==> config.mk <==
export PLATFORM = sky130hd
export DESIGN_NAME = spi_master_multi
export DESIGN_NICKNAME = d
export VERILOG_FILES = /design/src/rtl/rv_spi_pkg.sv /design/src/rtl/spi_clk_div.sv /design/src/rtl/spi_master_multi.sv
export SDC_FILE = /design/constraint.sdc
export NUM_CORES = 1
export LEC_CHECK = 0
export BUFFER_PORTS_ARGS = -buffer_cell sky130_fd_sc_hd__buf_2
export CORE_MARGIN = 3
export CORE_UTILIZATION = 52
export DETAILED_ROUTE_END_ITERATION = 7
export HOLD_SLACK_MARGIN = 0.03
export PLACE_DENSITY_LB_ADDON = 0.05
export SLEW_MARGIN = 10
export SYNTH_ARGS = -nofsm -noshare
export SYNTH_HDL_FRONTEND = slang
export SYNTH_SLANG_ARGS = --single-unit
==> constraint.sdc <==
create_clock -name clk -period 1.97 [get_ports clk]
set_clock_uncertainty 0.05 [all_clocks]
set_input_delay 0.197 -clock clk [delete_from_list [all_inputs] [get_ports clk]]
set_output_delay 0.197 -clock clk [all_outputs]
set_load 0.05 [all_outputs]
==> src/rtl/rv_spi_pkg.sv <==
// rtl/rv_spi_pkg.sv - shared FSM states and SPI mode encodings for the SPI master
package rv_spi_pkg;

  typedef enum logic [1:0] {
    IDLE   = 2'd0,
    SETUP  = 2'd1,
    XFER   = 2'd2,
    FINISH = 2'd3
  } spi_state_t;

  // Mode encoding is {cpol, cpha}.
  localparam logic [1:0] MODE0 = 2'b00;
  localparam logic [1:0] MODE1 = 2'b01;
  localparam logic [1:0] MODE2 = 2'b10;
  localparam logic [1:0] MODE3 = 2'b11;

  // Modes with cpha=0 sample miso on the leading sclk edge, cpha=1 on the trailing edge.
  function automatic logic sample_on_leading(input logic [1:0] mode);
    case (mode)
      MODE0, MODE2: sample_on_leading = 1'b1;
      MODE1, MODE3: sample_on_leading = 1'b0;
      default:      sample_on_leading = 1'b0;
    endcase
  endfunction

endpackage

==> src/rtl/spi_clk_div.sv <==
// rtl/spi_clk_div.sv - half-period counter producing one tick every div+1 clocks
module spi_clk_div #(
  parameter int DIV_W = 8
) (
  input  logic             clk,
  input  logic             rst_n,
  input  logic             i_restart,
  input  logic [DIV_W-1:0] i_div,
  output logic             o_tick
);

  logic [DIV_W-1:0] r_cnt;

  assign o_tick = (r_cnt == i_div);

  // Count 0..div, wrapping on tick; restart pins the count to 0 so each state starts a fresh half-period.
  always_ff @(posedge clk or negedge rst_n) begin
    if (!rst_n) begin
      r_cnt <= '0;
    end else if (i_restart || o_tick) begin
      r_cnt <= '0;
    end else begin
      r_cnt <= r_cnt + DIV_W'(1);
    end
  end

endmodule

==> src/rtl/spi_master_multi.sv <==
// rtl/spi_master_multi.sv - parametrised SPI master with N chip selects, four modes and CS hold
module spi_master_multi
  import rv_spi_pkg::*;
#(
  parameter int DATA_W    = 8,
  parameter int NUM_CS    = 2,
  parameter int DIV_W     = 8,
  parameter int LSB_FIRST = 0
) (
  input  logic                    clk,
  input  logic                    rst_n,
  input  logic                    start,
  input  logic [DATA_W-1:0]       tx_data,
  input  logic [$clog2(NUM_CS):0] cs_sel,
  input  logic                    hold_cs,
  input  logic                    cs_release,
  input  logic                    cfg_cpol,
  input  logic                    cfg_cpha,
  input  logic [DIV_W-1:0]        cfg_div,
  output logic                    busy,
  output logic                    done,
  output logic [DATA_W-1:0]       rx_data,
  output logic                    sclk,
  output logic                    mosi,
  input  logic                    miso,
  output logic [NUM_CS-1:0]       cs_n
);

  localparam int CS_W   = $clog2(NUM_CS) + 1;
  localparam int EDGE_W = $clog2(2 * DATA_W) + 1;
  localparam logic [EDGE_W-1:0] LAST_EDGE = EDGE_W'(2 * DATA_W - 1);

  spi_state_t          r_state;
  spi_state_t          w_state_next;
  logic [DATA_W-1:0]   r_tx;
  logic [DATA_W-1:0]   r_rx;
  logic [DATA_W-1:0]   r_rx_data;
  logic [EDGE_W-1:0]   r_edge;
  logic [NUM_CS-1:0]   r_cs_n;
  logic [DIV_W-1:0]    r_div;
  logic                r_cpol;
  logic                r_cpha;
  logic                r_hold;
  logic                r_sclk;
  logic                r_mosi;
  logic                r_done;
  logic                w_tick;
  logic                w_restart;
  logic                w_last_edge;
  logic                w_sample;
  logic                w_drive;

  function automatic logic head_bit(input logic [DATA_W-1:0] v);
    return (LSB_FIRST != 0) ? v[0] : v[DATA_W-1];
  endfunction

  function automatic logic [DATA_W-1:0] shift_out(input logic [DATA_W-1:0] v);
    return (LSB_FIRST != 0) ? (v >> 1) : (v << 1);
  endfunction

  function automatic logic [DATA_W-1:0] shift_in(input logic [DATA_W-1:0] v, input logic b);
    return (LSB_FIRST != 0) ? {b, v[DATA_W-1:1]} : {v[DATA_W-2:0], b};
  endfunction

  // Out-of-range selects decode to all-high so the transfer runs with no device selected.
  function automatic logic [NUM_CS-1:0] cs_decode(input logic [CS_W-1:0] sel);
    logic [NUM_CS-1:0] v;
    v = '1;
    for (int i = 0; i < NUM_CS; i++) begin
      if (int'(sel) == i) v[i] = 1'b0;
    end
    return v;
  endfunction

  spi_clk_div #(.DIV_W(DIV_W)) u_clk_div (
    .clk       (clk),
    .rst_n     (rst_n),
    .i_restart (w_restart),
    .i_div     (r_div),
    .o_tick    (w_tick)
  );

  // Edge r_edge+1 is leading when r_edge is even; sample or drive depends on the latched mode.
  assign w_last_edge = (r_edge == LAST_EDGE);
  assign w_sample    = (~r_edge[0]) == sample_on_leading({r_cpol, r_cpha});
  assign w_drive     = !w_sample && !w_last_edge;
  assign w_restart   = (r_state == IDLE) || (w_state_next != r_state);

  // State register.
  always_ff @(posedge clk or negedge rst_n) begin
    if (!rst_n) r_state <= IDLE;
    else        r_state <= w_state_next;
  end

  // Next-state logic: each non-idle state advances on a tick; XFER waits for its last edge.
  always_comb begin
    w_state_next = r_state;
    case (r_state)
      IDLE:    if (start) w_state_next = SETUP;
      SETUP:   if (w_tick) w_state_next = XFER;
      XFER:    if (w_tick && w_last_edge) w_state_next = FINISH;
      FINISH:  if (w_tick) w_state_next = IDLE;
      default: w_state_next = IDLE;
    endcase
  end

  // Datapath: latch on accept, toggle sclk and shift on ticks, publish the word in FINISH.
  always_ff @(posedge clk or negedge rst_n) begin
    if (!rst_n) begin
      r_tx      <= '0;
      r_rx      <= '0;
      r_rx_data <= '0;
      r_edge    <= '0;
      r_cs_n    <= '1;
      r_div     <= '0;
      r_cpol    <= 1'b0;
      r_cpha    <= 1'b0;
      r_hold    <= 1'b0;
      r_sclk    <= 1'b0;
      r_mosi    <= 1'b0;
      r_done    <= 1'b0;
    end else begin
      r_done <= 1'b0;
      case (r_state)
        IDLE: begin
          if (start) begin
            r_div  <= cfg_div;
            r_cpol <= cfg_cpol;
            r_cpha <= cfg_cpha;
            r_hold <= hold_cs;
            r_sclk <= cfg_cpol;
            r_cs_n <= cs_decode(cs_sel);
            r_edge <= '0;
            r_rx   <= '0;
            if (!cfg_cpha) begin
              r_mosi <= head_bit(tx_data);
              r_tx   <= shift_out(tx_data);
            end else begin
              r_tx   <= tx_data;
            end
          end else if (cs_release) begin
            r_cs_n <= '1;
          end
        end
        SETUP: begin
        end
        XFER: begin
          if (w_tick) begin
            r_sclk <= ~r_sclk;
            r_edge <= r_edge + EDGE_W'(1);
            if (w_sample) r_rx <= shift_in(r_rx, miso);
            if (w_drive) begin
              r_mosi <= head_bit(r_tx);
              r_tx   <= shift_out(r_tx);
            end
          end
        end
        FINISH: begin
          if (w_tick) begin
            r_rx_data <= r_rx;
            r_done    <= 1'b1;
            r_mosi    <= 1'b0;
            if (!r_hold) r_cs_n <= '1;
          end
        end
        default: begin
        end
      endcase
    end
  end

  assign busy    = (r_state != IDLE);
  assign done    = r_done;
  assign rx_data = r_rx_data;
  assign sclk    = r_sclk;
  assign mosi    = r_mosi;
  assign cs_n    = r_cs_n;

endmodule

==> results by group, run 1 <==
Run status
  • Status: complete, no violations

Synth
  • Yosys warnings: 0
  • Mapped Area: 2890 um^2
  • Main flop type after synthesis: dfrtp_1
  • Net count after synthesis: 292
  • Avg Cell Area, Syn: 11.0 um^2
  • Async set or reset register ratio after synthesis: 100%
  • Synth unique cells: 42
  • Post-synth EDFFs: 0
  • Sequential fraction of the synthesis area: 46.9%
  • #FFs+latches synth: 54
  • Mapped Cells: 263

Worst setup path
  • CP dominant cell by count: buf_4
  • Critical Path AT: 2020 ps
  • CP startpoint kind: flop
  • CP Capture Type: flop
  • Critical-path cell list: buf_4 -> buf_4 -> xor2_1 -> buf_4 -> or4_4 -> mux2i_1
  • CP delay by family, top: simple AND/OR/NAND/NOR gates
  • Critical Path Max Stage Delay: 520 ps
  • Critical path peak fanout: 8
  • Buf/Inv on CP: 3
  • CP required: 2100 ps
  • WS Path Type: reg -> reg
  • Slowest stage cell, crit path: or4_4

STA
  • Final WS setup: 82.0 ps
  • Final hold viol count: 0
  • Final Max Tran Viols: 0
  • Worst-Margin Slew: 517 ps
  • Setup_tns: 0 ps
  • Count of final setup violators: 0
  • Achievable Freq: 530 MHz
  • Fin crit period: 1890 ps
  • Slew HR: 65.5%
  • WHS: 69.1 ps
  • Period utilization: 95.8%

Floorplan
  • Core area: 5240 um^2
  • Die width: 80.5 um
  • Row count: 26
  • Total Die Area: 6490 um^2
  • Initial core utilization: 55.2%
  • Die H: 80.5 um
  • I/O pins: 40

Global routing
  • M1 GR Usage: 28.4%
  • Grt met3 use: 3.25%
  • Global Route Usage Sum: 20.9%
  • Antenna violations before repair: 0
  • Grt peak-use layer: met2
  • Overflow after GRT: 0
  • Met2 Track Usage GR: 35.0%
  • Largest net degree at the start of global routing: 55
  • First-pass GRT wire length: 10700 um
  • Vias in the first global route: 2283

Route
  • DRT iter0 DRCs: 141
  • Via count: 2263
  • Drt first pass iters: 4
  • Drc violations: 0
  • Vias/cell: 5.85
  • Antenna-violating nets left: 0
  • Avg WL per Cell: 16.1 um
  • Wirelength, routed: 6240 um

Final layout
  • Ratio of cells with drive above 1 in the final layout: 32.8%
  • Antenna cells: 0
  • Area grow syn2layout: 18.8%
  • Most common cell after layout, fill and taps aside: dfrtp_1
  • Fillers: 418
  • Most frequent cells in the layout: 52 x dfrtp_1, 39 x buf_2, 25 x nand2_1, 22 x buf_4, 21 x o211ai_1
  • Final net count: 346

Placed design
  • Dpl hpwl: 4350 um
  • Routability Congestion: 0.848
  • Setup slack after placement: 3.70 ps
  • Buffers on Ports: 39

Power and ir drop
  • Leak pwr: 1.53 nW
  • Max VDD drop: 832 uV
  • Pwr Total: 5.11 mW
  • Pwr Density: 1490 nW/um^2

Clock network
  • CTS sink cnt: 54
  • Clk Tree Root Cell: clkbuf_8
  • Htree depth: 2
  • Clk Latency, worst-skew pair: 300 ps
  • CTS buffer count: 5
  • CTS tree: yes
  • CTS Buffer Depth: 2
  • Clock slew at reported path FFs: 90 ps

Flow run
  • Max-cap violations: 0

Min path
  • Hold Path Class: in -> reg
## worst reg2reg max path, cell delays in order, from the launching register on
cell     delay [ps]
dfrtp_1         400
buf_4           130
buf_4           140
xor2_1          200
buf_4           170
or4_4           520
mux2i_1         160
## through the flow
step / cell area (um^2) / cells / util (%)
2_1_floorplan: 2890 / 263 / -
3_3_place_gp: 3290 / 378 / 62.7
3_5_place_dp: 3290 / 378 / 62.7
4_1_cts: 3390 / 386 / 64.7
5_1_grt: 3430 / 387 / 65.5
6_report: 3430 / 387 / 65.5
## kinds of logic after synthesis
kind of cell	synth area share, %
buf+inv	3.25
fa+ha+maj	1.30
flops	46.9
xor+xnor	6.67
simple gates	14.3
compound gates	15.4
mux	12.2
## power breakdown
group | leakage, nW | internal, mW | switching, mW | total, mW
Sequential | 0.624 | 1.49 | 0.374 | 1.86
Combinational | 0.866 | 1.17 | 1.45 | 2.63
Clock | 0.0443 | 0.280 | 0.343 | 0.623
## cell type report
type,count,area (um^2),area share (%)
multi-input combinational,186,1480,43.1
sequential,54,1350,39.4
timing repair buffer,64,402,11.7
tap,70,87.6,2.55
clock buffer,7,86.3,2.52
inverter,6,22.5,0.656
## synthesized netlist by cell type, types with 3 or more instances
master     n  share of area, %
clkbuf_1  14               1.8
o211ai_1  21               5.5
a2111o_1   7               2.7
xor2_1     6               1.8
ha_1       3               1.3
nand2_1   25               3.2
inv_1      6              0.78
dfrtp_1   52                45
nand3_1    9               1.6
nor3_1    10               1.7
xnor2_1    3              0.91
and3_1     4              0.87
xnor2_2    7               3.9
mux2_1     6               2.3
a21oi_1    4              0.69
nor2_1    13               1.7
o311ai_1   4               1.2
mux2i_1   15               5.2
mux2_2    12               4.7
o21ai_0    9               1.6
a31o_2     3              0.91
## registers in the layout, summed over array words and instances (netlist names)
| signal | cells |
|---|---|
| r_div | 8 |
| r_rx | 8 |
| r_tx | 8 |
| rx_data | 8 |
| u_clk_div.r_cnt | 8 |
| r_edge | 5 |
| cs_n | 2 |
| r_state | 2 |
| done | 1 |
| mosi | 1 |
| r_cpha | 1 |
| r_hold | 1 |
| sclk | 1 |
## metal layers
| layer | wire [um] | part of all wire [%] |
|---|---|---|
| met5 | 0 | 0 |
| met4 | 76 | 1.2 |
| met3 | 301 | 4.8 |
| met2 | 3050 | 49 |
| met1 | 2810 | 45 |
## what timing repair did
action                     CTS  global route
pin swaps                    0             1
resized for setup            2             7
setup buffers                0             1
hold buffers                 1             0
hold endpoints to repair    52             0
setup endpoints to repair    6             7
## worst paths after layout
path / startpoint / to / slack, ps / cells past startpoint
worst max-delay path: r_edge[0] / r_rx[0] / 80 / 6
worst min-delay path: cfg_div[6] / r_div[6] / 70 / 2
worst max register to register: r_edge[0] / r_rx[0] / 80 / 6
worst min register to register: rx_data[4] / rx_data[4] / 440 / 1
max in group asynchronous: rst_n / cs_n[1] / 1200 / 3
min in group asynchronous: rst_n / r_tx[6] / 360 / 3
No activity file was read; power rests on OpenSTA's default activity.
==> run 2, diff against run 1 <==
--- a/config.mk
+++ b/config.mk
@@ -7,7 +7,7 @@
 export LEC_CHECK = 0
 export BUFFER_PORTS_ARGS = -buffer_cell sky130_fd_sc_hd__buf_2
 export CORE_MARGIN = 3
-export CORE_UTILIZATION = 52
+export CORE_UTILIZATION = 35
 export DETAILED_ROUTE_END_ITERATION = 7
 export HOLD_SLACK_MARGIN = 0.03
 export PLACE_DENSITY_LB_ADDON = 0.05
==> constraint.sdc (replaced) <==
create_clock -name clk -period 2.35 [get_ports clk]
set_clock_uncertainty 0.05 [all_clocks]
set_input_delay 0.235 -clock clk [delete_from_list [all_inputs] [get_ports clk]]
set_output_delay 0.235 -clock clk [all_outputs]
set_load 0.05 [all_outputs]
==> run 2 against run 1 <==
- maximum frequency is 9.8% lower
- sequential share of layout area grew 0.69 points
- sequential power shrank 16%
- critical endpoint is now r_tx[6]
- via count shrank 2.7%
- core utilization decreased by 23 points
- final area is 1.7% lower
- critical path depth grew 2
==> results by group, run 2 (synthesis results as in run 1) <==
Final layout
  • Ratio of cells with drive above 1 in the final layout: 29.1% (-3.7 points)
  • Most frequent cells in the layout: 52 x dfrtp_1, 39 x buf_2, 25 x nand2_1, 21 x o211ai_1
  • Reg area: 1350 um^2 (unchanged)
  • Area grow syn2layout: 16.8%
  • Multi-input logic area: 1440 um^2 (-2.6%)
  • Final net count: 337 (-2.6%)
  • Antenna cells: 0 (unchanged)
  • Fillers: 781 (+87%)
  • Most common cell after layout, fill and taps aside: dfrtp_1

STA
  • Slew HR: 56.5% (-9.0 points)
  • Worst-Margin Slew: 646 ps (+129 ps)
  • Final Max Tran Viols: 0 (unchanged)
  • Final WS setup: 256 ps (+174 ps)
  • Count of final setup violators: 0 (unchanged)
  • Fin crit period: 2090 ps (+206 ps)
  • Final hold viol count: 0 (unchanged)
  • RSZ-0062 raised after global routing: no
  • Period utilization: 89.1% (-6.7 points)
  • Setup_tns: 0 ps (unchanged)
  • Achievable Freq: 478 MHz (-9.8%)

Worst setup path
  • CP Depth: 8 (+2)
  • R2R setup slack: 260 ps (+170 ps)
  • CP Capture Type: flop
  • Worst r2r path cells: 8 (+2)
  • Critical Path Max Stage Delay: 450 ps (-70 ps)
  • Critical path peak fanout: 15 (+7)
  • Critical Path AT: 2270 ps (+250 ps)
  • Slowest stage cell, crit path: dfrtp_1
  • CP startpoint kind: flop
  • CP Capture Point: r_tx[6]
  • Critical-path cell list: ha_1 -> and3_1 -> ha_1 -> inv_1 -> a31oi_1 -> buf_4 -> a2111o_1 -> o211ai_1
  • CP delay by family, top: compound AO/OA/AOI/OAI gates
  • CP Launch Point: r_edge[0]
  • R2R Path Start: r_edge[0]
  • CP required: 2520 ps (+420 ps)
  • Buf/Inv on CP: 2 (-1)
  • CP dominant cell by count: ha_1
  • Worst flop-to-flop path endpoint: r_tx[6]
  • WS Path Type: reg -> reg

Min path
  • Hold Path Class: in -> reg

Placed design
  • Setup slack after placement: 281 ps (+278 ps)
  • Dpl hpwl: 4750 um (+9.2%)
  • Routability Congestion: 0.746 (-12%)
  • Buffers on Ports: 39 (unchanged)

Global routing
  • Antenna violations before repair: 0 (unchanged)
  • Overflow after GRT: 0 (unchanged)
  • Vias in the first global route: 2244 (-1.7%)
  • Global Route Usage Sum: 14.9% (-6.0 points)
  • First-pass GRT wire length: 11600 um (+8.4%)
  • Largest net degree at the start of global routing: 25 (-55%)

Route
  • Via count: 2202 (-2.7%)
  • Vias/cell: 5.36 (-8.4%)
  • Antenna-violating nets left: 0 (unchanged)
  • Avg WL per Cell: 16.2 um (+0.10%)
  • DRT iter0 DRCs: 74 (-48%)
  • Wirelength, routed: 6640 um (+6.3%)
  • Drt first pass iters: 6 (+2)
  • Drc violations: 0 (unchanged)

Floorplan
  • Core area: 7890 um^2 (+51%)
  • Initial core utilization: 36.6% (-19 points)
  • Total Die Area: 9380 um^2 (+45%)
  • Row count: 32 (+23%)
  • Die width: 96.9 um (+20%)
  • Die H: 96.9 um (+20%)
  • I/O pins: 40 (unchanged)

Clock network
  • Clk Tree Root Cell: clkbuf_8
  • CTS Buffer Depth: 2 (unchanged)
  • CTS tree: yes
  • Clock slew at reported path FFs: 100 ps (about the same)
  • Htree depth: 2 (unchanged)
  • CTS buffer count: 5 (unchanged)
  • Post_cts resized: 0 (-2)
  • Post-CTS Setup Inserts: 0 (unchanged)
  • CTS sink cnt: 54 (unchanged)
  • Clk Latency, worst-skew pair: 300 ps (about the same)
  • CTS Hold Bufs: 1 (unchanged)

Run status
  • Status: complete, no violations

Power and ir drop
  • Pwr Density: 1230 nW/um^2 (-17%)
  • Leak pwr: 1.49 nW (-2.7%)
  • Max VDD drop: 504 uV (-39%)

Flow run
  • Max-cap violations: 0 (unchanged)
## run 2: how the worst min path moves through the flow
stage / start / endpoint / slack, ps / depth (start not counted)
2_1_floorplan: rst_n / done / -110 / 0
3_3_place_gp: rst_n / r_edge[2] / 210 / 1
3_5_place_dp: rst_n / r_edge[2] / 220 / 1
4_1_cts: cfg_div[1] / r_div[1] / 90 / 2
5_1_grt: cfg_div[3] / r_div[3] / 90 / 2
6_report: cfg_div[1] / r_div[1] / 100 / 2
## run 2: where the power goes
| group | internal [mW] | leakage [nW] | switching [mW] |
|---|---|---|---|
| clock | 0.318 | 0.0514 | 0.304 |
| sequential | 1.25 | 0.624 | 0.314 |
| combinational | 0.810 | 0.817 | 1.16 |
## run 2: layer usage
metal / up-vias / wire [um] / GRT usage, %
met1: 1085 / 3260 / 20.9
met4: 0 / 81 / 3.89
met3: 6 / 199 / 2.88
met2: 40 / 3090 / 23.5
li1: 1071 / - / -
met5: - / 0 / 0
## run 2: final cells by class
type,count,share of cell area (%)
Inverter,6,0.668
Multi-Input combinational cell,186,42.7
Clock inverter,2,1.11
Clock buffer,6,2.15
Timing Repair Buffer,55,9.42
Tap cell,102,3.78
Sequential cell,54,40.1
## run 2: stage by stage
| step | cell area (um^2) | utilization [%] | hold slack [ps] | std cells | power (mW) |
|---|---|---|---|---|---|
| after floorplan | 2890 | - | -111 | 263 | 3.03 |
| after global placement | 3250 | 41.2 | 212 | 402 | 3.56 |
| after detailed placement | 3250 | 41.2 | 218 | 402 | 3.56 |
| after CTS | 3370 | 42.8 | 91.8 | 411 | 4.20 |
| after global routing | 3370 | 42.8 | 93.9 | 411 | 4.49 |
| final | 3370 | 42.8 | 105 | 411 | 4.15 |
==> run 3, diff against run 2 <==
--- a/config.mk
+++ b/config.mk
@@ -6,12 +6,13 @@
 export NUM_CORES = 1
 export LEC_CHECK = 0
 export BUFFER_PORTS_ARGS = -buffer_cell sky130_fd_sc_hd__buf_2
+export CAP_MARGIN = 20
 export CORE_MARGIN = 3
 export CORE_UTILIZATION = 35
 export DETAILED_ROUTE_END_ITERATION = 7
 export HOLD_SLACK_MARGIN = 0.03
 export PLACE_DENSITY_LB_ADDON = 0.05
-export SLEW_MARGIN = 10
+export SETUP_SLACK_MARGIN = 0.4
 export SYNTH_ARGS = -nofsm -noshare
 export SYNTH_HDL_FRONTEND = slang
 export SYNTH_SLANG_ARGS = --single-unit
==> run 3 against run 2 <==
- non-clock buffer count increased by 9
- clock power decreased by 17%
- maximum frequency increased by 10%
- register-to-register slack improved by 190 ps
- die area unchanged
- global-route usage about the same
- setup slack improved by 190 ps
- total power increased by 4.8%
- combinational power increased by 15%
==> results by group, run 3 (synthesis results as in run 1) <==
Run status
  • Status: complete, no violations

STA
  • Period utilization: 81.0% (-8.1 points)
  • Worst-Margin Slew: 601 ps (-45.5 ps)
  • Setup_tns: 0 ps (unchanged)
  • RSZ-0062 raised after global routing: yes
  • Fin crit period: 1900 ps (-191 ps)
  • Achievable Freq: 525 MHz (+10%)
  • Final hold viol count: 0 (unchanged)
  • Final WS setup: 447 ps (+191 ps)
  • Slew HR: 60.0% (+3.5 points)
  • Final Max Tran Viols: 0 (unchanged)
  • Count of final setup violators: 0 (unchanged)

Route
  • Via count: 2260 (+2.6%)
  • Drc violations: 0 (unchanged)
  • Drt first pass iters: 4 (-2)
  • Avg WL per Cell: 16.2 um (+0.20%)
  • Antenna-violating nets left: 0 (unchanged)
  • DRT iter0 DRCs: 116 (+57%)
  • Wirelength, routed: 6810 um (+2.6%)
  • Vias/cell: 5.37 (+0.20%)

Final layout
  • Area grow syn2layout: 21.1%
  • Most frequent cells in the layout: 51 x dfrtp_1, 39 x buf_2, 25 x nand2_1, 24 x buf_4, 21 x o211ai_1
  • Final Util: 44.4% (+1.6 points)
  • Final std cells w/o fill: 421 (+2.4%)
  • Reg area: 1360 um^2 (about the same)
  • Ratio of cells with drive above 1 in the final layout: 33.9% (+4.7 points)
  • Most common cell after layout, fill and taps aside: dfrtp_1
  • Fillers: 767 (-1.8%)
  • Antenna cells: 0 (unchanged)
  • Final net count: 347 (+3.0%)
  • Multi-input logic area: 1520 um^2 (+5.6%)

Min path
  • WHS Path Cells: 2 (unchanged)
  • Hold Path Class: in -> reg
  • Hold Path Origin: hold_cs
  • Worst Hold End: r_hold

Placed design
  • Post-placement cell count: 401 (-0.25%)
  • Routability Congestion: 0.740 (-0.86%)
  • Setup slack after placement: 199 ps (-82.6 ps)
  • Buffers on Ports: 39 (unchanged)
  • Dpl hpwl: 4630 um (-2.6%)

Worst setup path
  • CP delay by family, top: compound AO/OA/AOI/OAI gates
  • Critical-path cell list: ha_2 -> and3_1 -> ha_2 -> inv_2 -> a31oi_4 -> buf_4 -> a2111o_1 -> o211ai_1
  • Critical path peak fanout: 5 (-10)
  • Slowest stage cell, crit path: dfrtp_1
  • R2R Path Start: r_edge[1]
  • Critical Path AT: 2080 ps (-190 ps)
  • Worst r2r path cells: 8 (unchanged)
  • Buf/Inv on CP: 2 (unchanged)
  • CP required: 2520 ps (about the same)
  • CP dominant cell by count: ha_2
  • R2R setup slack: 450 ps (+190 ps)
  • Worst flop-to-flop path endpoint: r_tx[7]
  • Critical Path Max Stage Delay: 390 ps (-60 ps)
  • CP startpoint kind: flop
  • CP Capture Type: flop
  • WS Path Type: reg -> reg

Global routing
  • First-pass GRT wire length: 11600 um (+0.60%)
  • Largest net degree at the start of global routing: 22 (-12%)
  • Overflow after GRT: 0 (unchanged)
  • Vias in the first global route: 2237 (-0.31%)
  • Antenna violations before repair: 0 (unchanged)
  • Global Route Usage Sum: 14.9% (-0.021 points)

Power and ir drop
  • Clk pwr share: 11.9% (-3.1 points)
  • Combinational power share: 51.9% (+4.5 points)
  • Leak pwr: 1.54 nW (+3.1%)
  • Internal power: 2.44 mW (+2.8%)
  • Max VDD drop: 457 uV (-9.3%)
  • Reg power frac: 36.2% (-1.4 points)
  • NetSw: 1.91 mW (+7.4%)
  • Switching share of power: 43.8% (+1.1 points)
  • Pwr Density: 1240 nW/um^2 (+1.0%)

Clock network
  • CTS sink cnt: 54 (unchanged)
  • CTS Buffer Depth: 2 (unchanged)
  • CTS tree: yes
  • Htree depth: 2 (unchanged)
  • Clock slew at reported path FFs: 100 ps (about the same)
  • Clk Tree Root Cell: clkbuf_8
  • CTS buffer count: 5 (unchanged)
  • Clk Latency, worst-skew pair: 300 ps (about the same)

Floorplan
  • Core area: 7890 um^2 (unchanged)
  • Die H: 96.9 um (unchanged)
  • I/O pins: 40 (unchanged)
  • Total Die Area: 9380 um^2 (unchanged)
  • Die width: 96.9 um (unchanged)
  • Row count: 32 (unchanged)
  • Initial core utilization: 36.6% (unchanged)

Flow run
  • Max-cap violations: 0 (unchanged)
[run 3: power groups by stage]
stage               clock (mW)  combinational, mW  sequential [mW]
floorplan                    0               1.37             1.67
global placement             0               1.98             1.58
detailed placement           0               2.00             1.58
CTS                      0.550               2.09             1.56
global route             0.594               2.47             1.63
finish                   0.516               2.26             1.58
[run 3: area by class of cell]
cell class                 count  share of cell area, %
inverter                       6                  0.644
sequential                    54                   38.7
tap                          102                   3.65
multi-input combinational    187                   43.5
clock inverter                 2                  0.393
timing repair buffer          64                   11.0
clock buffer                   6                   2.07
[run 3: timing repair]
| item | CTS | global route |
|---|---|---|
| setup endpoints to repair | 16 | 25 |
| gates cloned | 0 | 1 |
| pin swaps | 2 | 7 |
| hold buffers | 1 | 0 |
| endpoints found under the hold margin | 13 | 0 |
| setup buffers | 4 | 6 |
| resized for setup | 1 | 10 |
[run 3: worst max-delay path by stage]
| stage | slack [ps] | cells past startpoint | end | startpoint |
|---|---|---|---|---|
| 6_report | 450 | 8 | r_tx[7] | r_edge[1] |
| 2_1_floorplan | 410 | 8 | r_tx[5] | r_edge[0] |
| 4_1_cts | 360 | 7 | r_tx[6] | r_edge[0] |
| 5_1_grt | 380 | 7 | r_tx[6] | r_edge[1] |
| 3_3_place_gp | 260 | 7 | r_tx[6] | r_edge[0] |
| 3_5_place_dp | 200 | 7 | r_tx[6] | r_edge[0] |
[run 3: metrics by stage]
stage / cell area (um^2) / power [mW] / hold slack [ps]
floorplan: 2900 / 3.05 / -111
global placement: 3250 / 3.57 / 122
detailed placement: 3250 / 3.58 / 127
CTS: 3390 / 4.20 / 77.5
global route: 3500 / 4.69 / 82.8
finish: 3500 / 4.35 / 87.3
[run 3: layer usage]
| metal | global-route usage, % | wire length [um] | vias up |
|---|---|---|---|
| li1 | - | - | 1092 |
| met1 | 21.4 | 3380 | 1120 |
| met2 | 22.9 | 3090 | 43 |
| met3 | 2.96 | 281 | 5 |
| met4 | 3.67 | 62 | 0 |
| met5 | 0 | 0 | - |
